### src/rtl/clk_div_prog.sv
`default_nettype none
// ============================================================================
//  Module   : clk_div_prog
//  Purpose  : Programmable integer clock divider. Produces a divided clock
//             (clk_out) with near-50% duty cycle and a one-cycle tick strobe
//             at the start of each period. The divisor is updated through a
//             valid/ready handshake and only takes effect on a period
//             boundary, so no runt or stretched pulses appear on clk_out.
//  Revision : 1.0  initial release
// ----------------------------------------------------------------------------
//  Parameters
//    W            width of the divisor and of the period counter
//    DEFAULT_DIV  divisor in use after reset (values below 2 become 2)
//  Ports
//    clk        in   system clock
//    rst        in   synchronous, active-high reset
//    en         in   run request, sampled only on boundary edges
//    div_in     in   requested divisor N
//    div_valid  in   divisor request valid
//    div_ready  out  divider can accept a divisor (pending slot empty)
//    clk_out    out  divided clock
//    tick       out  one-clk strobe coincident with each clk_out rise
//    active     out  divider is generating periods (not parked)
//    cur_div    out  divisor currently in use
//  Optional feature
//    CLK_DIV_ODD_DUTY50_EN : when defined, a negedge flop stretches the high
//    phase of odd divisors by half a clk cycle for an exact 50% duty cycle.
//    When undefined the design contains no negedge flops.
// ============================================================================
module clk_div_prog #(
  parameter int W           = 8,
  parameter int DEFAULT_DIV = 4
) (
  input  logic         clk,
  input  logic         rst,
  input  logic         en,
  input  logic [W-1:0] div_in,
  input  logic         div_valid,
  output logic         div_ready,
  output logic         clk_out,
  output logic         tick,
  output logic         active,
  output logic [W-1:0] cur_div
);

  localparam logic [W-1:0] c_min_div     = W'(2);
  localparam logic [W-1:0] c_default_div = (DEFAULT_DIV < 2) ? c_min_div : W'(DEFAULT_DIV);

  logic [W-1:0] r_cnt;
  logic [W-1:0] r_cur_div;
  logic [W-1:0] r_pend_div;
  logic         r_pend_valid;
  logic         r_clk_out;
  logic         r_tick;
  logic         r_active;

  logic         w_boundary;
  logic         w_accept;
  logic [W-1:0] w_div_clamped;
  logic [W-1:0] w_cnt_inc;
  logic [W-1:0] w_high_len;

  // The counter only ever reaches N-1, so N = 2^W-1 never wraps it.
  assign w_boundary    = ~r_active | (r_cnt == (r_cur_div - W'(1)));
  assign w_accept      = div_valid & ~r_pend_valid;
  assign w_div_clamped = (div_in < c_min_div) ? c_min_div : div_in;
  assign w_cnt_inc     = r_cnt + W'(1);
  assign w_high_len    = r_cur_div >> 1;

  always_ff @(posedge clk) begin
    if (rst) begin
      r_cnt        <= '0;
      r_cur_div    <= c_default_div;
      r_pend_div   <= '0;
      r_pend_valid <= 1'b0;
      r_clk_out    <= 1'b0;
      r_tick       <= 1'b0;
      r_active     <= 1'b0;
    end else begin
      if (w_boundary) begin
        // Apply any pending divisor before deciding on the next period. A
        // transfer landing on this same edge goes to the slot and waits for
        // the following boundary (ready was high, so the slot was empty).
        if (r_pend_valid) begin
          r_cur_div    <= r_pend_div;
          r_pend_valid <= 1'b0;
        end else if (w_accept) begin
          r_pend_div   <= w_div_clamped;
          r_pend_valid <= 1'b1;
        end
        r_cnt <= '0;
        if (en) begin
          r_active  <= 1'b1;
          r_clk_out <= 1'b1;   // high phase is floor(N/2) >= 1 cycle
          r_tick    <= 1'b1;
        end else begin
          r_active  <= 1'b0;
          r_clk_out <= 1'b0;
          r_tick    <= 1'b0;
        end
      end else begin
        if (w_accept) begin
          r_pend_div   <= w_div_clamped;
          r_pend_valid <= 1'b1;
        end
        r_cnt     <= w_cnt_inc;
        r_tick    <= 1'b0;
        // Stay high while the next count is still inside the high phase.
        r_clk_out <= (w_cnt_inc < w_high_len);
      end
    end
  end

`ifdef CLK_DIV_ODD_DUTY50_EN
  // Half-cycle delayed copy of the high phase for odd divisors. The OR with
  // the posedge term never dips: the delayed term rises while the posedge
  // term is already high and falls half a cycle after it. Gating with
  // r_active clears the stretch immediately on reset; at a park the last
  // phase of a period is low, so the gate never truncates a pulse.
  logic r_half;

  always_ff @(negedge clk) begin
    if (rst) begin
      r_half <= 1'b0;
    end else begin
      r_half <= r_clk_out & r_cur_div[0];
    end
  end

  assign clk_out = r_clk_out | (r_half & r_active);
`else
  assign clk_out = r_clk_out;
`endif

  assign tick      = r_tick;
  assign active    = r_active;
  assign cur_div   = r_cur_div;
  assign div_ready = ~r_pend_valid;

endmodule
`default_nettype wire

### config.mk
export PLATFORM = sky130hd
export DESIGN_NAME = clk_div_prog
export DESIGN_NICKNAME = d
export VERILOG_FILES = /design/src/rtl/clk_div_prog.sv
export SDC_FILE = /design/constraint.sdc
export NUM_CORES = 1
export LEC_CHECK = 0
export CAP_MARGIN = 20
export CORE_MARGIN = 1.5
export CORE_UTILIZATION = 45
export CTS_BUF_LIST = sky130_fd_sc_hd__clkbuf_8
export DETAILED_ROUTE_END_ITERATION = 8
export PLACE_DENSITY = 0.76
export SLEW_MARGIN = 30
export SYNTH_ARGS = -nofsm -noshare
export SYNTH_HDL_FRONTEND = slang
export SYNTH_SLANG_ARGS = --single-unit
export TNS_END_PERCENT = 20
### constraint.sdc
create_clock -name clk -period 2.4 [get_ports clk]
set_clock_uncertainty 0.2 [all_clocks]
set_input_delay 0.24 -clock clk [delete_from_list [all_inputs] [get_ports clk]]
set_output_delay 0.24 -clock clk [all_outputs]
set_load 0.01 [all_outputs]
[Word-level counts from Yosys, hierarchy flattened]
Cells that the tools add are included.
Storage, ports and cells
  register bits: 28
  output and inout port bits: 12
  logic and storage cells: 32
Operators by class
  $add $sub $neg: 2
  $lt $le $gt $ge: 2
  eq/ne operators: 2
  mux-type cells: 10
  bitwise operators: 5
  reduce and logical (&&, ||, !) cells: 4
Operators by type and width (number)
  $mux W8: 4
  $add A8 B1 Y8 const B: 1
  $eq A8 B8 Y1: 1
  $lt A8 B2 Y1 const B: 1
  $lt A8 B7 Y1: 1
  $sub A8 B1 Y8 const B: 1
  $mux W1: 6
  $reduce_or A2 Y1: 2
  $not A1 Y1: 3
  $ne A2 B2 Y1 const B: 1
  $reduce_and A2 Y1: 1
  $reduce_bool A2 Y1: 1
  $and A1 B1 Y1: 1
  $or A1 B1 Y1: 1

[Logic depth before layout (Yosys ltp)]
Gate-level depths: netlist of run 1.
  word-level depth: 5
  gate-level depth with buffers: 8

[Least setup slack after synthesis of run 1]
Ideal clock, no wire load.
  path kind: reg2reg
  from: reg r_cur_div[0], in the netlist cur_div[0]
  to: reg r_cur_div[0], in the netlist cur_div[0]
  setup time: 0.072 ns
  arrival time: 1.950 ns
  path slack: 0.179 ns
  stages on the path, launching flop included: 9
  buffers on the path: 1
  clock period less this slack: 2.221 ns
  path through: dfxtp_1 -> inv_1 -> ha_1 -> xnor2_1 -> nor2_1 -> o2111ai_2 -> o41ai_2 -> buf_6 -> mux2i_1
On the way
  word-level cells in the longest chain between the ends: 4
Ends and longest elaborated chain
  from (decl): RTL line 50  | logic [W-1:0] r_cur_div;
  from (signal assigned): RTL line 73  | r_cur_div <= c_default_div;
  from (signal assigned): RTL line 85  | r_cur_div <= r_pend_div;
  $sub A8 B1 Y8: RTL line 64  | assign w_boundary = ~r_active | (r_cnt == (r_cur_div - W'(1)));
  $eq A8 B8 Y1: RTL line 64
  $or A1 B1 Y1: RTL line 64
  $reduce_and A2 Y1 (no line)
Every way passes these cells.
A chain may end at the register's enable or synchronous reset.

[Final worst setup path of run 1]
  from: reg r_cnt[1]
  to: reg r_clk_out, in the netlist clk_out
On the way
  word-level cells in the longest chain between the ends: 3
Ends and longest elaborated chain
  from (decl): RTL line 49  | logic [W-1:0] r_cnt;
  from (signal assigned): RTL line 106  | r_cnt <= w_cnt_inc;
  $add A8 B1 Y8: RTL line 67  | assign w_cnt_inc = r_cnt + W'(1);
  via w_cnt_inc[1]: RTL line 60  | logic [W-1:0] w_cnt_inc;
  $lt A8 B7 Y1: RTL line 109  | r_clk_out <= (w_cnt_inc < w_high_len);
  $mux W1: RTL line 80  | if (w_boundary) begin
  to (signal assigned): RTL line 109
  to (decl): RTL line 53  | logic r_clk_out;
The timed path passes the listed nets, and every way through them passes these cells.

==> results of run 1 <==
stage by stage:
step	area (um2)	hold slack [ns]	worst slack, ns
after floorplan	1490	0.168	0.179
after global placement	1790	0.248	0.259
after detailed placement	1790	0.254	0.181
after CTS	1860	0.268	0.112
after global routing	1860	0.290	0.0132
final	1860	0.260	0.149
layer usage:
metal | up-vias | wire, um | track usage (%)
met5 | - | 0 | 0
met4 | 0 | 15 | 5.28
met3 | 2 | 154 | 3.20
met2 | 44 | 1730 | 35.1
met1 | 610 | 1550 | 26.3
li1 | 635 | - | -
final cells by class:
type,count,share of cell area (%)
Timing Repair Buffer,29,14.8
Clock inverter,1,1.61
Inverter,12,2.42
Multi-Input combinational cell,125,45.8
Clock buffer,3,2.22
Sequential cell,28,30.2
Tap cell,44,2.96
how the worst max path moves through the flow:
stage                             from                       to  slack (ns)  cells after the start
2_1_floorplan  cur_div[0]$_SDFFE_PP0P_  cur_div[0]$_SDFFE_PP0P_        0.18                      8
3_3_place_gp       r_cnt[1]$_SDFF_PP0_       clk_out$_SDFF_PP0_        0.26                      7
3_5_place_dp       r_cnt[2]$_SDFF_PP0_       clk_out$_SDFF_PP0_        0.18                      7
4_1_cts            r_cnt[2]$_SDFF_PP0_       clk_out$_SDFF_PP0_        0.11                      7
5_1_grt        cur_div[0]$_SDFFE_PP0P_  cur_div[0]$_SDFFE_PP0P_        0.01                      8
6_report           r_cnt[1]$_SDFF_PP0_       clk_out$_SDFF_PP0_        0.15                      7
placed cells by master (no fill, tap or decap), types with 2 or more instances in the layout:
cell type / count
and3_1: 4
nor2_1: 10
o21ai_0: 2
dfxtp_1: 27
mux2i_1: 8
buf_4: 6
inv_1: 11
nor2b_1: 6
clkdlybuf4s50_1: 23
nand2_1: 31
xnor2_1: 7
nand2b_1: 2
clkbuf_8: 3
a21oi_1: 11
xor2_1: 8
nor3_1: 4
a21boi_0: 3
ha_1: 8
what timing repair did:
action	CTS	global route
setup endpoints to repair	0	1
resized for setup	0	1
hold buffers	0	0
power groups by stage:
stage	sequential, mW	combinational [mW]	clock, mW
after global placement	0.517	0.183	0
final	0.509	0.191	0.372
after CTS	0.508	0.190	0.374
after detailed placement	0.518	0.189	0
after floorplan	0.520	0.111	0
after global routing	0.511	0.208	0.392
sequential cells by signal (all words and copies together), names as in the netlist:
name / cells
r_pend_valid: 1
r_pend_div: 8
clk_out: 1
active: 1
cur_div: 8
r_cnt: 8
tick: 1
cells by family after synthesis:
logic type / count (synthesis) / share of synthesized area, %
buffers and inverters: 16 / 5.04
AO/OA/AOI/OAI: 30 / 15.9
XOR/XNOR: 15 / 8.82
AND/OR/NAND/NOR: 64 / 20.5
flip-flops: 28 / 37.6
adder cells (fa/ha/maj): 8 / 6.72
multiplexers: 8 / 5.38
critical path: stages (launching register included):
cell      delay [ns]
dfxtp_1         0.42
ha_1            0.28
ha_1            0.28
a21boi_0        0.12
o211ai_1        0.15
a21boi_0        0.16
o31a_1          0.27
o32ai_1         0.26
==> results.toml, run 1 <==
[run_status]
run_status = "finished clean"

[sta]
drv_slew = 0
rsz0062_at_grt = "false"
finalCritPeriodShare_pct = 93.8
hold_violations = 0
worst_pin_slew_ns = 0.462
max_freq_mhz = 444
fin_tns_setup_ns = 0
slew-limit-headroom_pct = 69.2
period_needed_ns = 2.25
finalSetupViolCount = 0

[clock_tree]
cts_root_buf = "clkbuf_8"
max-clock-path-buffers = 2
clock_sinks = 28
clk_pin_slew_ns = 0.10
htreeDepth = 1
cts_tree = "done"
cts_buffers = 3
clk_latency_ns = 0.28
post_cts_buffers = 0

[logic_synthesis]
synth_edf_count = 0
ys_seq_area_share_pct = 37.6
syn_area_per_cell_um2 = 8.81
syn_inst = 169
ys_warn_count = 0
yosysTopAreaCellShare_pct = 37.6
syn_area_um2 = 1490
ys_types = 39
async_flop_share_pct = 0
syn-num-nets = 189
yosys.area.top_type = "dfxtp_1"
synth_flop_cell = "dfxtp_1"
synth_area_leaders = "dfxtp_1, nand2_1, ha_1"
synthTopCellsByCount = "nand2_1, dfxtp_1, a21oi_1, inv_1, nor2_1"
yosysMostFrequentCell = "nand2_1"
ys_ff_latch = 28

[pwr]
p_sw_share_pct = 24.9
irDropWorstVdd_mv = 0.403
intPower_mw = 0.805
comb_power_share_pct = 17.8
p_switching_mw = 0.267
p_leak_nw = 0.757
seqPwrFrac_pct = 47.5
p_per_area_nw_per_um2 = 575
power_mw = 1.07
pwr-share-clk_pct = 34.7

[setup_path]
rr_endpoint = "clk_out$_SDFF_PP0_"
cp-start-kind = "flop"
arrival_ns = 2.23
criticalPathCategory = "reg -> reg"
ff2ff_setup_slack_ns = 0.15
cp.required_ns = 2.38
r2r-start = "r_cnt[1]$_SDFF_PP0_"
end_kind = "flop"
crit_fanout = 4
worstRegToRegCells = 7

[floorplanning]
io_pins = 24
die_area_um2 = 3660
std_cell_rows = 20
initial_core_util_pct = 48.0
die-width_um = 60.5
core-area_um2 = 3100
die-height_um = 60.5

[drt]
wl_per_cell_um = 14.2
viasPerCell = 5.33
postRouteAntennaNets = 0
route.detailed.drc = 0
vias = 1291
wl_um = 3450
drtIter0Drc = 52
firstDrtPassIters = 6

[grt]
grt_max_degree = 17
grt_pass1_wl_um = 5590
grt-ovfl-total = 0
grt.total_usage_pct = 20.2
grt_pass1_vias = 1248
antenna_found_initial = 0

[layout]
nets = 219
multiInputGateArea_um2 = 853
seq_area_um2 = 562
drive_gt1_share_pct = 9.09
finish.utilization_pct = 60.0
antennaDiodeCount = 0
finalNonFillerCells = 242
num-fill-cells = 283
area_growth_pct = 25.0

[placed_design]
numPortBuffers = 23
place.gp.congestion = 0.812
dp_cells = 238
dp_hpwl_um = 2600

[worst_hold_path]
hold_class = "reg -> reg"
hp-start = "r_pend_div[6]$_SDFFE_PP0P_"
min_to = "cur_div[6]$_SDFFE_PP0P_"
holdPathStages = 2

[run]
maxCapViolCount = 0
Power figures use the tool's default switching activity.
==> run 2, diff against run 1 <==
CORE_UTILIZATION = 50   (was 45)
PLACE_DENSITY = 0.82   (was 0.76)
==> results.toml, run 2 (same netlist as run 1, synthesis figures left out) <==
[layout]
finalNonFillerCells = 229
nets = 220
drive_gt1_share_pct = 10.1
antennaDiodeCount = 0
area_growth_pct = 23.7
mostFrequentLayoutCells = "nand2_1, dfxtp_1, clkdlybuf4s50_1"
multiInputGateArea_um2 = 876
layout.cells.most_common = "nand2_1"
seq_area_um2 = 561
num-fill-cells = 225

[sta]
hold_violations = 0
drv_slew = 0
finalCritPeriodShare_pct = 95.5
finalSetupViolCount = 0
whs_ns = 0.262
fin_ws_ns = 0.109
max_freq_mhz = 437
fin_tns_setup_ns = 0
slew-limit-headroom_pct = 67.5
period_needed_ns = 2.29
worst_pin_slew_ns = 0.486

[grt]
antenna_found_initial = 0
grt-ovfl-total = 0
grt.total_usage_pct = 23.6
grt_pass1_wl_um = 6010
grt_max_degree = 15
grt_pass1_vias = 1308

[setup_path]
cp-start-kind = "flop"
path_cells = "xor2_1 > xnor2_1 > o2111ai_2 > o41ai_2 > buf_4 > mux2i_1"
end_kind = "flop"
max_stage_delay_ns = 0.54
criticalPathCategory = "reg -> reg"
crit_fanout = 8
ff2ff_setup_slack_ns = 0.11
slowest_stage = "dfxtp_1"
arrival_ns = 2.29
cp.required_ns = 2.40

[drt]
wl_um = 3570
met2_wirelength_um = 1660
route.detailed.drc = 0
viasPerCell = 5.74
dr_wl_met3_um = 173
wl_per_cell_um = 15.6
drtIter0Drc = 54
vias = 1314
wl_met1_um = 1620
firstDrtPassIters = 5
highest_layer = "met4"
postRouteAntennaNets = 0

[clock_tree]
clk_latency_ns = 0.28
clk_pin_slew_ns = 0.10
htreeDepth = 1
clock_sinks = 28
max-clock-path-buffers = 2
cts_tree = "done"
cts_root_buf = "clkbuf_8"
cts_buffers = 3
post_cts_buffers = 0

[placed_design]
pre_cts_slack_ns = 0.152
numPortBuffers = 23
dp_cells = 225
place.gp.congestion = 0.914
dp_hpwl_um = 2590

[run_status]
run_status = "finished clean"

[floorplanning]
core-area_um2 = 2780
initial_core_util_pct = 53.5
die_area_um2 = 3310
die-height_um = 57.6
std_cell_rows = 19
die-width_um = 57.6
io_pins = 24

[worst_hold_path]
hold_class = "reg -> reg"

[pwr]
irDropWorstVdd_mv = 0.398
p_per_area_nw_per_um2 = 525
p_leak_nw = 0.749

[run]
maxCapViolCount = 0
==> run 2: changes by cell type in the layout (fill, tap and decap cells not counted) <==
cell	previous run	this run
bufinv_16	1	0
nor3_1	4	3
buf_2	0	1
o31ai_1	1	0
dfxtp_2	1	0
ha_1	8	7
nor3_2	1	2
ha_4	0	1
dfxtp_1	27	28
o31ai_2	0	1
==> run 2: repair_timing <==
item / 4_1_cts / 5_1_grt
endpoints found under the setup margin: 0 / 8
hold buffers: 0 / 0
gates resized for setup: 0 / 5
==> run 2: final timing paths <==
path                                   start  depth (start not counted)                         end
hold reg to reg   r_pend_div[3]$_SDFFE_PP0P_                          2  r_pend_div[3]$_SDFFE_PP0P_
hold / removal    r_pend_div[3]$_SDFFE_PP0P_                          2  r_pend_div[3]$_SDFFE_PP0P_
setup reg to reg     cur_div[3]$_SDFFE_PP0P_                          6     cur_div[3]$_SDFFE_PP0P_
setup / recovery     cur_div[3]$_SDFFE_PP0P_                          6     cur_div[3]$_SDFFE_PP0P_
==> run 2: final cells by class <==
type,instances,area share (%)
Multi-Input combinational cell,125,47.6
Sequential cell,28,30.4
Timing Repair Buffer,30,15.2
Inverter,12,2.45
Clock buffer,3,2.24
Tap cell,31,2.11
==> run 2: worst max-delay path, delay by kind of cell (launching register included) <==
kind,cells,cell delay [ns]
AO/OA/AOI/OAI,2,0.64
buffers and inverters,1,0.23
XOR/XNOR,2,0.39
flip-flops,1,0.54
multiplexers,1,0.23
==> run 2: where the power goes <==
part	internal, mW	switching (mW)
registers	0.487	0.0220
clock network	0.113	0.145
logic	0.0981	0.101
total	0.698	0.268
==> run 2: routing by layer <==
layer,up-vias,track usage (%)
met5,-,0
met1,605,31.7
met4,0,13.6
li1,638,-
met2,57,35.9
met3,14,3.63
==> run 2: stage by stage <==
stage	area (um2)	util (%)	power [mW]
after CTS	1810	65.2	0.959
after detailed placement	1770	63.7	0.708
final	1840	66.2	0.967
after global placement	1770	63.7	0.700
after floorplan	1490	-	0.631
after global routing	1840	66.2	1.01
